--- config.mk ---
export PLATFORM = sky130hd
export DESIGN_NAME = spi_master
export DESIGN_NICKNAME = d
export VERILOG_FILES = /design/src/rtl/spi_pkg.sv /design/src/rtl/spi_master_clkgen.sv /design/src/rtl/spi_master.sv
export SDC_FILE = /design/constraint.sdc
export NUM_CORES = 1
export LEC_CHECK = 0
export BUFFER_PORTS_ARGS = -buffer_cell sky130_fd_sc_hd__buf_2
export CAP_MARGIN = 20
export CORE_MARGIN = 4
export CORE_UTILIZATION = 57
export CTS_CLUSTER_SIZE = 24
export DETAILED_ROUTE_END_ITERATION = 7
export GPL_ROUTABILITY_DRIVEN = 1
export PLACE_DENSITY = 0.79
export SYNTH_ARGS = -nofsm -noshare
export SYNTH_HDL_FRONTEND = slang
export SYNTH_SLANG_ARGS = --single-unit
--- constraint.sdc ---
create_clock -name i_clk -period 2.38 [get_ports i_clk]
set_input_delay 0.476 -clock i_clk [delete_from_list [all_inputs] [get_ports i_clk]]
set_output_delay 0.476 -clock i_clk [all_outputs]
set_load 0.03 [all_outputs]
--- src/rtl/spi_pkg.sv ---
// Shared SPI master definitions: FSM state encoding, mode-0 constants and a sizing helper.
package spi_pkg;

    typedef enum logic [2:0] {
        ST_IDLE  = 3'd0,
        ST_SETUP = 3'd1,
        ST_SHIFT = 3'd2,
        ST_WAIT  = 3'd3,
        ST_HOLD  = 3'd4,
        ST_GAP   = 3'd5
    } state_t;

    localparam logic SPI_CPOL      = 1'b0;
    localparam logic SPI_CPHA      = 1'b0;
    localparam logic SPI_MSB_FIRST = 1'b1;

    // Largest of three delay settings, used to size the shared delay counter.
    function automatic int unsigned max3(input int unsigned a, input int unsigned b,
                                         input int unsigned c);
        int unsigned m;
        m = (a > b) ? a : b;
        return (m > c) ? m : c;
    endfunction

endpackage

--- src/rtl/spi_master_clkgen.sv ---
// Half-period counter for the SPI clock: owns the sck register and emits
// one-cycle strobes on the cycle that sck is about to rise or fall.
module spi_master_clkgen
    import spi_pkg::*;
#(
    parameter int unsigned CLKS_PER_HALF_BIT = 4
) (
    input  logic i_clk,
    input  logic i_rst_n,
    input  logic i_en,
    output logic o_sck,
    output logic o_rise_tick_c,
    output logic o_fall_tick_c
);

    localparam int unsigned      CNT_W    = $clog2(CLKS_PER_HALF_BIT);
    localparam logic [CNT_W-1:0] CNT_LAST = CNT_W'(CLKS_PER_HALF_BIT - 1);

    logic [CNT_W-1:0] r_half_cnt;
    logic             r_sck;
    logic             w_wrap;

    assign w_wrap        = i_en && (r_half_cnt == CNT_LAST);
    assign o_rise_tick_c = w_wrap && !r_sck;
    assign o_fall_tick_c = w_wrap && r_sck;
    assign o_sck         = r_sck;

    // Disabled means parked: counter cleared and sck at its idle level, so each
    // enable starts with a full low phase.
    always_ff @(posedge i_clk or negedge i_rst_n) begin
        if (!i_rst_n) begin
            r_half_cnt <= '0;
            r_sck      <= SPI_CPOL;
        end else if (!i_en) begin
            r_half_cnt <= '0;
            r_sck      <= SPI_CPOL;
        end else if (w_wrap) begin
            r_half_cnt <= '0;
            r_sck      <= ~r_sck;
        end else begin
            r_half_cnt <= r_half_cnt + CNT_W'(1);
        end
    end

endmodule

--- src/rtl/spi_master.sv ---
// SPI mode-0 master: byte-level valid/ready front end, one ss frame per burst,
// MSB-first shifting on mosi with parallel capture of miso.
module spi_master
    import spi_pkg::*;
#(
    parameter int unsigned CLKS_PER_HALF_BIT = 4,
    parameter int unsigned CS_SETUP_CLKS     = 4,
    parameter int unsigned CS_HOLD_CLKS      = 4,
    parameter int unsigned CS_IDLE_CLKS      = 4
) (
    input  logic       i_clk,
    input  logic       i_rst_n,
    input  logic       i_tx_valid,
    output logic       o_tx_ready,
    input  logic [7:0] i_tx_byte,
    input  logic       i_tx_last,
    output logic       o_rx_valid,
    output logic [7:0] o_rx_byte,
    output logic       o_sck,
    output logic       o_mosi,
    input  logic       i_miso,
    output logic       o_ss
);

    localparam int unsigned DLY_MAX = max3(CS_SETUP_CLKS, CS_HOLD_CLKS + 1, CS_IDLE_CLKS);
    localparam int unsigned DLY_W   = $clog2(DLY_MAX + 1);

    localparam logic [DLY_W-1:0] SETUP_LAST = DLY_W'(CS_SETUP_CLKS - 1);
    localparam logic [DLY_W-1:0] HOLD_LAST  = DLY_W'(CS_HOLD_CLKS);
    localparam logic [DLY_W-1:0] GAP_LAST   = DLY_W'(CS_IDLE_CLKS - 1);

    state_t           r_state;
    logic [DLY_W-1:0] r_dly;
    logic [2:0]       r_bit_cnt;
    logic [7:0]       r_tx_shift;
    logic [7:0]       r_rx_shift;
    logic             r_last;
    logic             r_mosi;
    logic             r_ss;
    logic             r_tx_ready;
    logic             r_rx_valid;
    logic [7:0]       r_rx_byte;
    logic             r_miso_meta;
    logic             r_miso_sync;

    logic             w_shift_en;
    logic             w_rise;
    logic             w_fall;
    logic             w_accept;

    assign w_shift_en = (r_state == ST_SHIFT);
    assign w_accept   = i_tx_valid && r_tx_ready;

    spi_master_clkgen #(
        .CLKS_PER_HALF_BIT(CLKS_PER_HALF_BIT)
    ) u_clkgen (
        .i_clk         (i_clk),
        .i_rst_n       (i_rst_n),
        .i_en          (w_shift_en),
        .o_sck         (o_sck),
        .o_rise_tick_c (w_rise),
        .o_fall_tick_c (w_fall)
    );

    // Two-flop synchronizer; only r_miso_sync is ever used downstream.
    always_ff @(posedge i_clk or negedge i_rst_n) begin
        if (!i_rst_n) begin
            r_miso_meta <= 1'b0;
            r_miso_sync <= 1'b0;
        end else begin
            r_miso_meta <= i_miso;
            r_miso_sync <= r_miso_meta;
        end
    end

    always_ff @(posedge i_clk or negedge i_rst_n) begin
        if (!i_rst_n) begin
            r_state    <= ST_IDLE;
            r_dly      <= '0;
            r_bit_cnt  <= '0;
            r_tx_shift <= '0;
            r_rx_shift <= '0;
            r_last     <= 1'b0;
            r_mosi     <= 1'b0;
            r_ss       <= 1'b1;
            r_tx_ready <= 1'b1;
            r_rx_valid <= 1'b0;
            r_rx_byte  <= '0;
        end else begin
            r_rx_valid <= 1'b0;
            case (r_state)
                ST_IDLE: begin
                    if (w_accept) begin
                        r_tx_shift <= {i_tx_byte[6:0], 1'b0};
                        r_mosi     <= i_tx_byte[7];
                        r_last     <= i_tx_last;
                        r_ss       <= 1'b0;
                        r_tx_ready <= 1'b0;
                        r_dly      <= '0;
                        r_state    <= ST_SETUP;
                    end
                end
                ST_SETUP: begin
                    if (r_dly == SETUP_LAST) begin
                        r_dly     <= '0;
                        r_bit_cnt <= '0;
                        r_state   <= ST_SHIFT;
                    end else begin
                        r_dly <= r_dly + DLY_W'(1);
                    end
                end
                ST_SHIFT: begin
                    if (w_rise) begin
                        r_rx_shift <= {r_rx_shift[6:0], r_miso_sync};
                    end
                    if (w_fall) begin
                        if (r_bit_cnt == 3'd7) begin
                            r_rx_byte  <= r_rx_shift;
                            r_rx_valid <= 1'b1;
                            r_dly      <= '0;
                            if (r_last) begin
                                r_state <= ST_HOLD;
                            end else begin
                                r_tx_ready <= 1'b1;
                                r_state    <= ST_WAIT;
                            end
                        end else begin
                            r_mosi     <= r_tx_shift[7];
                            r_tx_shift <= {r_tx_shift[6:0], 1'b0};
                            r_bit_cnt  <= r_bit_cnt + 3'd1;
                        end
                    end
                end
                ST_WAIT: begin
                    if (w_accept) begin
                        r_tx_shift <= {i_tx_byte[6:0], 1'b0};
                        r_mosi     <= i_tx_byte[7];
                        r_last     <= i_tx_last;
                        r_tx_ready <= 1'b0;
                        r_bit_cnt  <= '0;
                        r_state    <= ST_SHIFT;
                    end
                end
                // Hold also covers the rx_valid cycle, so ss stays low one cycle past CS_HOLD_CLKS.
                ST_HOLD: begin
                    if (r_dly == HOLD_LAST) begin
                        r_ss    <= 1'b1;
                        r_dly   <= '0;
                        r_state <= ST_GAP;
                    end else begin
                        r_dly <= r_dly + DLY_W'(1);
                    end
                end
                ST_GAP: begin
                    if (r_dly == GAP_LAST) begin
                        r_dly      <= '0;
                        r_tx_ready <= 1'b1;
                        r_state    <= ST_IDLE;
                    end else begin
                        r_dly <= r_dly + DLY_W'(1);
                    end
                end
                default: begin
                    r_ss       <= 1'b1;
                    r_tx_ready <= 1'b1;
                    r_state    <= ST_IDLE;
                end
            endcase
        end
    end

    assign o_tx_ready = r_tx_ready;
    assign o_rx_valid = r_rx_valid;
    assign o_rx_byte  = r_rx_byte;
    assign o_mosi     = r_mosi;
    assign o_ss       = r_ss;

endmodule

==> metrics, run 1 <==
run status=completed; Mapped Cells=167; Hold WC Path Type=primary input to flop; CP top delay family=multiplexers; TritonCTS clock tree=built; critical path's most frequent cell=mux2_2; Hold Startpoint=i_miso; row count=21; Syn Area/Cell=12.1 um2; synthesized flop and latch total=42; filler instances=269; clock sink count=42; placed cells=237; simple-gate portion of the synthesized area=9.93%; initial antenna violation count=0; total die area=4550 um2; final net count=218; adder-cell area share of the yosys netlist=4.34%; post-synth design cell area=2020 um2; worst-path cell chain=or2_2 > a21oi_2 > mux2_2 > mux2_2; Num CTS Buffers=5; Fin. Hold Viols=0; Net Count, Synth=187; via-per-instance ratio=5.61; core area=3390 um2; drt first pass iters=4; Slowest cell on crit path=dfrtp_1; final setup violation count=0; hold buffers post-CTS=0; Die Wd=67.5 um; critical path launch point type=flop; Post-DP HPWL=2640 um; Crit Path Class=flop to flop; fmax=485 MHz; Setup crit start=r_state[0]; drc violations=0; area added between synthesis and finish=11.5%; GRT overflow=0; xor and xnor area share after synthesis=0.434%; Worst-path clk slew=0.12 ns; Layout Cells excl Fill=244; r2r setup slk=0.32 ns; Initial Utilization=59.5%; synth unique cells=39; Worst R2R End=r_tx_shift[5]; Final Cycle Share=86.6%; Routed WL per cell=14.6 um; setup bufs post-CTS=0; layout cells sized above 1=39.4%; Yosys Warn Count=0; Final Max Tran Viols=0; H-Tree Depth=2; io pins=26; DRT iter0 DRCs=87; Req. time, crit path=2.62 ns; main combinational cell family by area after synthesis=multiplexers; RSZ-0062 raised after global routing=no; Max-Cap Viols=0; Total GRT Usage=18.3%; Bufs and invs on worst path=0; via count=1369; Die Span Y=67.5 um; Lkg Pwr=1.12 nW; Total Wirelength=3550 um; Ant. Diodes=0; largest net degree at the start of global routing=43; number of global-route vias before repair=1444; multiplexer share of the synthesized area=20.3%; Clock Tree Buf Depth=2; Pwr Density=990 nW/um2; Compound-Gate Fraction of Synth Area=8.93%; Area after DPL=2200 um2; first-pass GRT wire length=6200 um; setup TNS=0 ns; Peak VDD IR=0.000743 V; Worst Tran Pin Value=0.898 ns; post-cts gate resize count=0; reg2reg start=r_state[0]; insertion delay to the later sink of the worst-skew pair=0.35 ns; Max-slew headroom=40.2%; CP peak stage delay=0.50 ns; GPL Wtd Cong=0.925; r2r worst-path depth=4; ANT nets after route=0; worst hold margin=0.226 ns; worst hold path cell count=1; I/O Buffers=25; clock root buffer=clkbuf_4; critical path peak fanout=10; sequential share of the synthesized area=52.2%; Layout Skew=0.00738 ns; critical path endpoint category=flop; Critical Path AT=2.31 ns; Final Critical Period=2.06 ns; WHS Endpoint=r_miso_meta; Final Instance Area=2250 um2
[report_power, final]
group	switching, W	internal, W	leakage [nW]	total, W
logic	0.000459	0.000469	0.536	0.000928
registers	0.000118	0.000861	0.550	0.000978
clock network	0.000215	0.000106	0.0308	0.000321
[per-layer routing]
| metal | vias up | global-route usage [%] | part of all wire, % |
|---|---|---|---|
| met5 | - | 0 | 0 |
| met4 | 0 | 7.59 | 1.1 |
| met3 | 4 | 5.66 | 4.3 |
| met2 | 42 | 31.0 | 52 |
| met1 | 675 | 21.4 | 43 |
| li1 | 648 | - | - |
[cell usage in the layout (no fill, tap or decap), types with 3 or more instances in the layout]
cell type and instances:
a21oi_1 4, buf_2 25, buf_4 5, clkbuf_4 5
dfrtp_1 40, ha_1 7, inv_1 11, mux2_2 32
mux2i_1 5, nand2_1 9, nand2b_1 3, nand3_1 3
nor2_1 7, nor3_1 3, o21ai_0 6, o22ai_1 4
[registers in the layout, summed over array words and instances (netlist names), 2 cells and up]
register             cells
r_dly                    3
o_rx_byte                8
r_bit_cnt                3
u_clkgen.r_half_cnt      2
r_tx_shift               7
r_rx_shift               8
r_state                  3
[cells by family after synthesis]
group,Yosys count
muxes,37
xor gates and xnor gates,1
buffers and inverters,17
and+or+nand+nor,36
DFF,42
adders and majority gates,7
AOI/OAI and AO/OA,27
[cells in the mapped netlist]
| cell | n | share of area, % |
|---|---|---|
| a31oi_1 | 1 | 0.31 |
| nor3b_2 | 1 | 0.62 |
| buf_6 | 1 | 0.56 |
| o31a_1 | 1 | 0.43 |
| a32o_1 | 1 | 0.50 |
| mux2_2 | 32 | 18 |
| nor3_4 | 1 | 0.81 |
| o22ai_1 | 4 | 1.2 |
| or3b_4 | 1 | 0.56 |
| a21oi_2 | 1 | 0.43 |
| o31ai_1 | 2 | 0.74 |
| dfrtp_1 | 40 | 50 |
| nand3b_1 | 1 | 0.37 |
| nand3_1 | 3 | 0.74 |
| nor2b_1 | 2 | 0.62 |
| a22oi_1 | 1 | 0.37 |
| and2_1 | 2 | 0.62 |
| o21ai_0 | 6 | 1.5 |
| ha_1 | 7 | 4.3 |
| a221oi_1 | 1 | 0.43 |
| a32oi_1 | 1 | 0.43 |
| o211ai_1 | 1 | 0.37 |
| xnor2_1 | 1 | 0.43 |
| nor3_1 | 3 | 0.74 |
| buf_2 | 3 | 0.74 |
| a21boi_0 | 1 | 0.37 |
| mux2i_1 | 5 | 2.5 |
| or2_2 | 2 | 0.62 |
| nor2_1 | 7 | 1.3 |
| clkbuf_1 | 1 | 0.19 |
| nand2_1 | 9 | 1.7 |
| o21ai_2 | 1 | 0.43 |
| clkbuf_2 | 1 | 0.25 |
| inv_1 | 11 | 2.0 |
| dfstp_2 | 2 | 2.6 |
| nand4_1 | 1 | 0.31 |
| a21oi_1 | 4 | 0.99 |
| o21bai_1 | 1 | 0.37 |
| nand2b_1 | 3 | 0.93 |
[worst max-delay path by stage]
| stage | end | cells past startpoint | slack [ns] |
|---|---|---|---|
| floorplan | o_mosi | 5 | 0.53 |
| global placement | r_tx_shift[2] | 4 | 0.42 |
| detailed placement | r_tx_shift[5] | 4 | 0.33 |
| finish | r_tx_shift[5] | 4 | 0.32 |
| CTS | r_tx_shift[5] | 4 | 0.31 |
| global route | r_tx_shift[5] | 5 | 0.20 |
[worst register-to-register path, stage by stage, from the launching register on]
cell and delay [ns]:
dfrtp_1 0.50, or2_2 0.37, a21oi_2 0.43, mux2_2 0.40, mux2_2 0.26
[layout make-up]
class                   count  area, um2  share of cell area (%)
flip-flops and latches     42       1050                    46.8
multi-input cells         108        887                    39.4
repair buffers             30        163                    7.23
well taps                  46       57.6                    2.56
inverters                  11       41.3                    1.84
clock buffers               5       37.5                    1.67
clock inverters             2       10.0                   0.445
[through the flow]
step,setup slack (ns),power (W),util [%]
after floorplan,0.525,0.00170,-
final,0.319,0.00223,66.4
after global routing,0.205,0.00242,66.4
after CTS,0.313,0.00225,66.4
after detailed placement,0.325,0.00192,65.0
after global placement,0.420,0.00185,65.0
No activity file was read; power rests on OpenSTA's default activity.
==> inputs of run 2 (changes only) <==
--- a/config.mk
+++ b/config.mk
@@ -7,12 +7,12 @@
 export LEC_CHECK = 0
 export BUFFER_PORTS_ARGS = -buffer_cell sky130_fd_sc_hd__buf_2
 export CAP_MARGIN = 20
-export CORE_MARGIN = 4
 export CORE_UTILIZATION = 57
 export CTS_CLUSTER_SIZE = 24
 export DETAILED_ROUTE_END_ITERATION = 7
 export GPL_ROUTABILITY_DRIVEN = 1
-export PLACE_DENSITY = 0.79
+export PLACE_DENSITY_LB_ADDON = 0.25
+export SKIP_CTS_REPAIR_TIMING = 1
 export SYNTH_ARGS = -nofsm -noshare
 export SYNTH_HDL_FRONTEND = slang
 export SYNTH_SLANG_ARGS = --single-unit
==> run 2 against run 1 <==
Net effect:
- clock power increased by 15%
- critical path type unchanged
- sequential share of layout area decreased by 0.34 points
- clock skew increased by 0.0045 ns
- non-clock buffer count unchanged
- register-to-register slack about the same
==> metrics, run 2 (synthesis results as in run 1) <==
setup TNS=0 ns (unchanged); placed cells=237 (unchanged); DRT iter0 DRCs=70 (-20%); largest net degree at the start of global routing=43 (unchanged); first-pass GRT wire length=5760 um (-7.0%); Worst Tran Pin Value=0.893 ns (-0.00443 ns); multi-input logic area=887 um2 (unchanged); reg2reg start=r_state[0]; Max-Cap Viols=0 (unchanged); Routed WL per cell=14.4 um (-0.77%); r2r setup slk=0.33 ns (about the same); Total Wirelength=3540 um (-0.37%); total die area=3780 um2 (-17%); Critical Path AT=2.29 ns (-0.02 ns); ANT nets after route=0 (unchanged); r2r worst-path depth=4 (unchanged); run status=completed; WL met1=1550 um (+2.7%); most common cell after layout, fill and taps aside=dfrtp_1; power share of the clock group=16.2% (+1.8 points); Sw Ratio=35.4% (-0.15 points); CP endpoint=o_mosi; RSZ-0062 raised after global routing=no; Worst R2R End=o_mosi; Worst Slack Setup Final=0.333 ns (+0.0138 ns); clock root buffer=clkbuf_4; critical path's most frequent cell=mux2_2; Setup crit start=r_state[0]; Die Wd=61.5 um (-8.9%); layout cells sized above 1=39.7% (+0.30 points); filler instances=294 (+9.3%); via count=1356 (-0.95%); final setup violation count=0 (unchanged); I/O Buffers=25 (unchanged); Final Max Tran Viols=0 (unchanged); critical path peak fanout=10 (unchanged); leading cell types in the layout, fill and taps excluded=dfrtp_1, mux2_2, buf_2; Ant. Diodes=0 (unchanged); initial antenna violation count=0 (unchanged); io pins=26 (unchanged); Req. time, crit path=2.62 ns (about the same); worst-path cell chain=or2_2 > a21oi_2 > mux2_2 > mux2_2; Slowest cell on crit path=dfrtp_1; GRT overflow=0 (unchanged); final design utilization=67.4% (+1.0 points); GPL Wtd Cong=0.883 (-4.6%); Pwr Density=1010 nW/um2 (+1.5%); sw power=0.000807 W (+1.8%); metal3 WL=131 um (-13%); critical path endpoint category=flop; critical path launch point type=flop; clock sink count=42 (unchanged); Place WS=0.358 ns (+0.0327 ns); fmax=489 MHz (+0.68%); H-Tree Depth=2 (unchanged); Layout Skew=0.0119 ns (+0.00452 ns); number of global-route vias before repair=1299 (-10%); Fin. Hold Viols=0 (unchanged); Int Pwr=0.00147 W (+2.5%); Total GRT Usage=21.3% (+3.0 points); Clock Tree Buf Depth=2 (unchanged); Lkg Pwr=1.12 nW (+0.31%); TritonCTS clock tree=built; Worst-path clk slew=0.12 ns (about the same); core area=3360 um2 (-0.78%); row count=21 (unchanged); Hold WC Path Type=primary input to async pin; Reg power frac=43.1% (-0.8 points); area added between synthesis and finish=12.3%; drc violations=0 (unchanged); insertion delay to the later sink of the worst-skew pair=0.36 ns (about the same); Post-DP HPWL=2470 um (-6.4%); register area=1050 um2 (unchanged); Layout Cells excl Fill=245 (+0.41%); Num CTS Buffers=5 (unchanged); Crit Path Class=flop to flop; via-per-instance ratio=5.53 (-1.4%); met2 wire len=1800 um (-2.4%); final net count=218 (unchanged); Final Cycle Share=86.0% (-0.58 points); Die Span Y=61.5 um (-8.9%); Max-slew headroom=40.5% (+0.30 points); Comb power frac=40.7% (-1.0 points); Initial Utilization=60.0% (+0.46 points); Peak VDD IR=0.000617 V (-17%); drt first pass iters=4 (unchanged); CP peak stage delay=0.50 ns (about the same); top sig layer=met4; Final Critical Period=2.05 ns (-0.0138 ns)
## run 2: changes by cell type in the layout (fill, tap and decap cells not counted)
cell	change
clkinv_2	-1
clkbuf_8	+1
clkinvlp_4	+1
## run 2: cell type report
type	count	area share, %
sequential	42	46.5
multi-input combinational	108	39.1
timing repair buffer	30	7.18
tap	46	2.54
clock buffer	6	2.26
inverter	11	1.82
clock inverter	2	0.552
## run 2: worst max-delay path, delay by kind of cell, from the launching register on
kind             cells  cell delay [ns]
flip-flops           1             0.50
AO/OA/AOI/OAI        1             0.42
multiplexers         2             0.65
AND/OR/NAND/NOR      1             0.37
## run 2: worst min-delay path by stage
stage,start,endpoint,slack [ns],depth (start not counted)
final,i_rst_n,r_state[0],0.23,1
after global routing,i_miso,r_miso_meta,0.21,1
after CTS,i_miso,r_miso_meta,0.21,1
after detailed placement,r_miso_meta,r_miso_sync,0.34,0
after global placement,r_miso_meta,r_miso_sync,0.33,0
after floorplan,i_rst_n,o_mosi,0.18,0
## run 2: routing by layer
metal	GRT usage, %	up-vias
met5	0	-
met4	9.84	0
met3	6.09	8
met2	35.0	26
met1	25.9	666
li1	-	656
## run 2: stage by stage
stage               area (um2)  hold WS, ns  total power, W
finish                    2270        0.227         0.00228
global route              2270        0.210         0.00243
floorplan                 2020        0.180         0.00170
global placement          2200        0.335         0.00185
CTS                       2270        0.214         0.00230
detailed placement        2200        0.341         0.00192
## run 2: power by group through the flow
stage / registers [W] / logic (W) / clock network (W)
after detailed placement: 0.000991 / 0.000933 / 0
after floorplan: 0.000955 / 0.000747 / 0
after global routing: 0.00100 / 0.00102 / 0.000405
final: 0.000982 / 0.000927 / 0.000369
after global placement: 0.000978 / 0.000876 / 0
after CTS: 0.000980 / 0.000938 / 0.000382
==> inputs of run 3 (changes only) <==
--- a/config.mk
+++ b/config.mk
@@ -11,7 +11,7 @@
 export CTS_CLUSTER_SIZE = 24
 export DETAILED_ROUTE_END_ITERATION = 7
 export GPL_ROUTABILITY_DRIVEN = 1
-export PLACE_DENSITY_LB_ADDON = 0.25
+export PLACE_DENSITY = 0.9
 export SKIP_CTS_REPAIR_TIMING = 1
 export SYNTH_ARGS = -nofsm -noshare
 export SYNTH_HDL_FRONTEND = slang
==> run 3 against run 2 <==
Net effect:
- routed wire length grew 7.4%
- worst hold slack got worse by 0.013 ns
- highest routed layer unchanged
- largest power group unchanged
- die area stayed put
==> metrics, run 3 (synthesis results as in run 1) <==
run status=completed; drt first pass iters=4 (unchanged); Clock Tree Buf Depth=2 (unchanged); Slowest cell on crit path=a221oi_1; RSZ-0062 raised after global routing=no; Initial Utilization=60.0% (unchanged); worst-path cell chain=ha_1 > nand2_1 > a221oi_1 > o211ai_1 > mux2_2; first-pass GRT wire length=6030 um (+4.7%); Req. time, crit path=2.64 ns (+0.02 ns); number of global-route vias before repair=1354 (+4.2%); Pwr Density=1090 nW/um2 (+8.4%); Lkg Pwr=1.14 nW (+1.8%); WP depth=5 (+1); Die Span Y=61.5 um (unchanged); GPL Wtd Cong=0.891 (+0.91%); io pins=26 (unchanged); Total Wirelength=3800 um (+7.4%); CP peak stage delay=0.41 ns (-0.09 ns); register area=1050 um2 (unchanged); Place WS=0.416 ns (+0.0579 ns); Area after DPL=2200 um2 (unchanged); Critical Path AT=2.27 ns (-0.02 ns); r2r setup slk=0.37 ns (+0.04 ns); leading cell types in the layout, fill and taps excluded=dfrtp_1, mux2_2, buf_2; fmax=498 MHz (+1.9%); Hold WC Path Type=primary input to flop; critical path launch point type=flop; Die Wd=61.5 um (unchanged); power share of the clock group=22.5% (+6.3 points); final net count=218 (unchanged); multi-input logic area=887 um2 (unchanged); Total GRT Usage=23.1% (+1.8 points); largest net degree at the start of global routing=43 (unchanged); Max-Cap Viols=0 (unchanged); DRT iter0 DRCs=76 (+8.6%); initial antenna violation count=0 (unchanged); layout cells sized above 1=39.7% (unchanged); Max-slew headroom=41.2% (+0.80 points); clock sink count=42 (unchanged); Worst Slack Setup Final=0.371 ns (+0.0375 ns); ANT nets after route=0 (unchanged); Peak VDD IR=0.000660 V (+7.0%); via-per-instance ratio=5.67 (+2.4%); total die area=3780 um2 (unchanged); core area=3360 um2 (unchanged); GRT overflow=0 (unchanged); Layout Skew=0.0126 ns (+0.000701 ns); Ant. Diodes=0 (unchanged); TritonCTS clock tree=built; Crit Path Class=flop to flop; worst hold margin=0.213 ns (-0.0134 ns); Comb power frac=38.5% (-2.2 points); row count=21 (unchanged); Num CTS Buffers=5 (unchanged); Worst Tran Pin Value=0.881 ns (-0.0119 ns); area added between synthesis and finish=14.5%; Final Critical Period=2.01 ns (-0.0375 ns); Fin. Hold Viols=0 (unchanged); setup TNS=0 ns (unchanged); H-Tree Depth=2 (unchanged); filler instances=279 (-5.1%); Post-DP HPWL=2750 um (+11%); worst hold path cell count=1; Final Cycle Share=84.4% (-1.6 points); Final Max Tran Viols=0 (unchanged); critical path endpoint category=flop; I/O Buffers=25 (unchanged); final setup violation count=0 (unchanged); Final Instance Area=2310 um2 (+1.9%); via count=1389 (+2.4%); insertion delay to the later sink of the worst-skew pair=0.36 ns (about the same); critical path peak fanout=6 (-4); Routed WL per cell=15.5 um (+7.4%); Worst-path clk slew=0.13 ns (about the same); Reg power frac=38.9% (-4.2 points); CP top delay family=compound AO/OA/AOI/OAI gates; most common cell after layout, fill and taps aside=dfrtp_1; Bufs and invs on worst path=0 (unchanged); clock root buffer=clkbuf_4; Int Pwr=0.00167 W (+14%); Sw Ratio=33.5% (-1.9 points); r2r worst-path depth=5 (+1); drc violations=0 (unchanged); sw power=0.000843 W (+4.5%)
## run 3: worst paths after layout
path | from | end
worst max-delay path | u_clkgen.r_half_cnt[0] | r_bit_cnt[0]
worst min-delay path | i_miso | r_miso_meta
worst max register to register | u_clkgen.r_half_cnt[0] | r_bit_cnt[0]
worst min register to register | r_miso_meta | r_miso_sync
max in group asynchronous | i_rst_n | r_rx_shift[6]
min in group asynchronous | i_rst_n | u_clkgen.o_sck
## run 3: cell type report
| class | count | area share, % |
|---|---|---|
| clock inverters | 3 | 2.98 |
| inverters | 11 | 1.79 |
| well taps | 46 | 2.49 |
| repair buffers | 30 | 7.05 |
| multi-input cells | 108 | 38.4 |
| clock buffers | 5 | 1.63 |
| flip-flops and latches | 42 | 45.6 |
## run 3: per-stage QoR
stage	total power [W]	util, %	cells
floorplan	0.00170	-	167
global placement	0.00186	65.5	237
detailed placement	0.00195	65.5	237
CTS	0.00253	68.6	245
global route	0.00268	68.6	245
finish	0.00252	68.6	245
## run 3: metal layers
layer / GRT usage (%) / vias to the layer above / wire [um]
met2: 33.8 / 48 / 1820
met4: 15.2 / 0 / 125
met5: 0 / - / 0
met1: 29.2 / 677 / 1640
li1: - / 651 / -
met3: 7.77 / 13 / 214
## run 3: power groups by stage
stage | clock network, W | registers (W) | logic, W
3_5_place_dp | 0 | 0.000994 | 0.000954
2_1_floorplan | 0 | 0.000955 | 0.000747
4_1_cts | 0.000576 | 0.000979 | 0.000971
3_3_place_gp | 0 | 0.000974 | 0.000891
5_1_grt | 0.000606 | 0.00100 | 0.00107
6_report | 0.000567 | 0.000980 | 0.000969
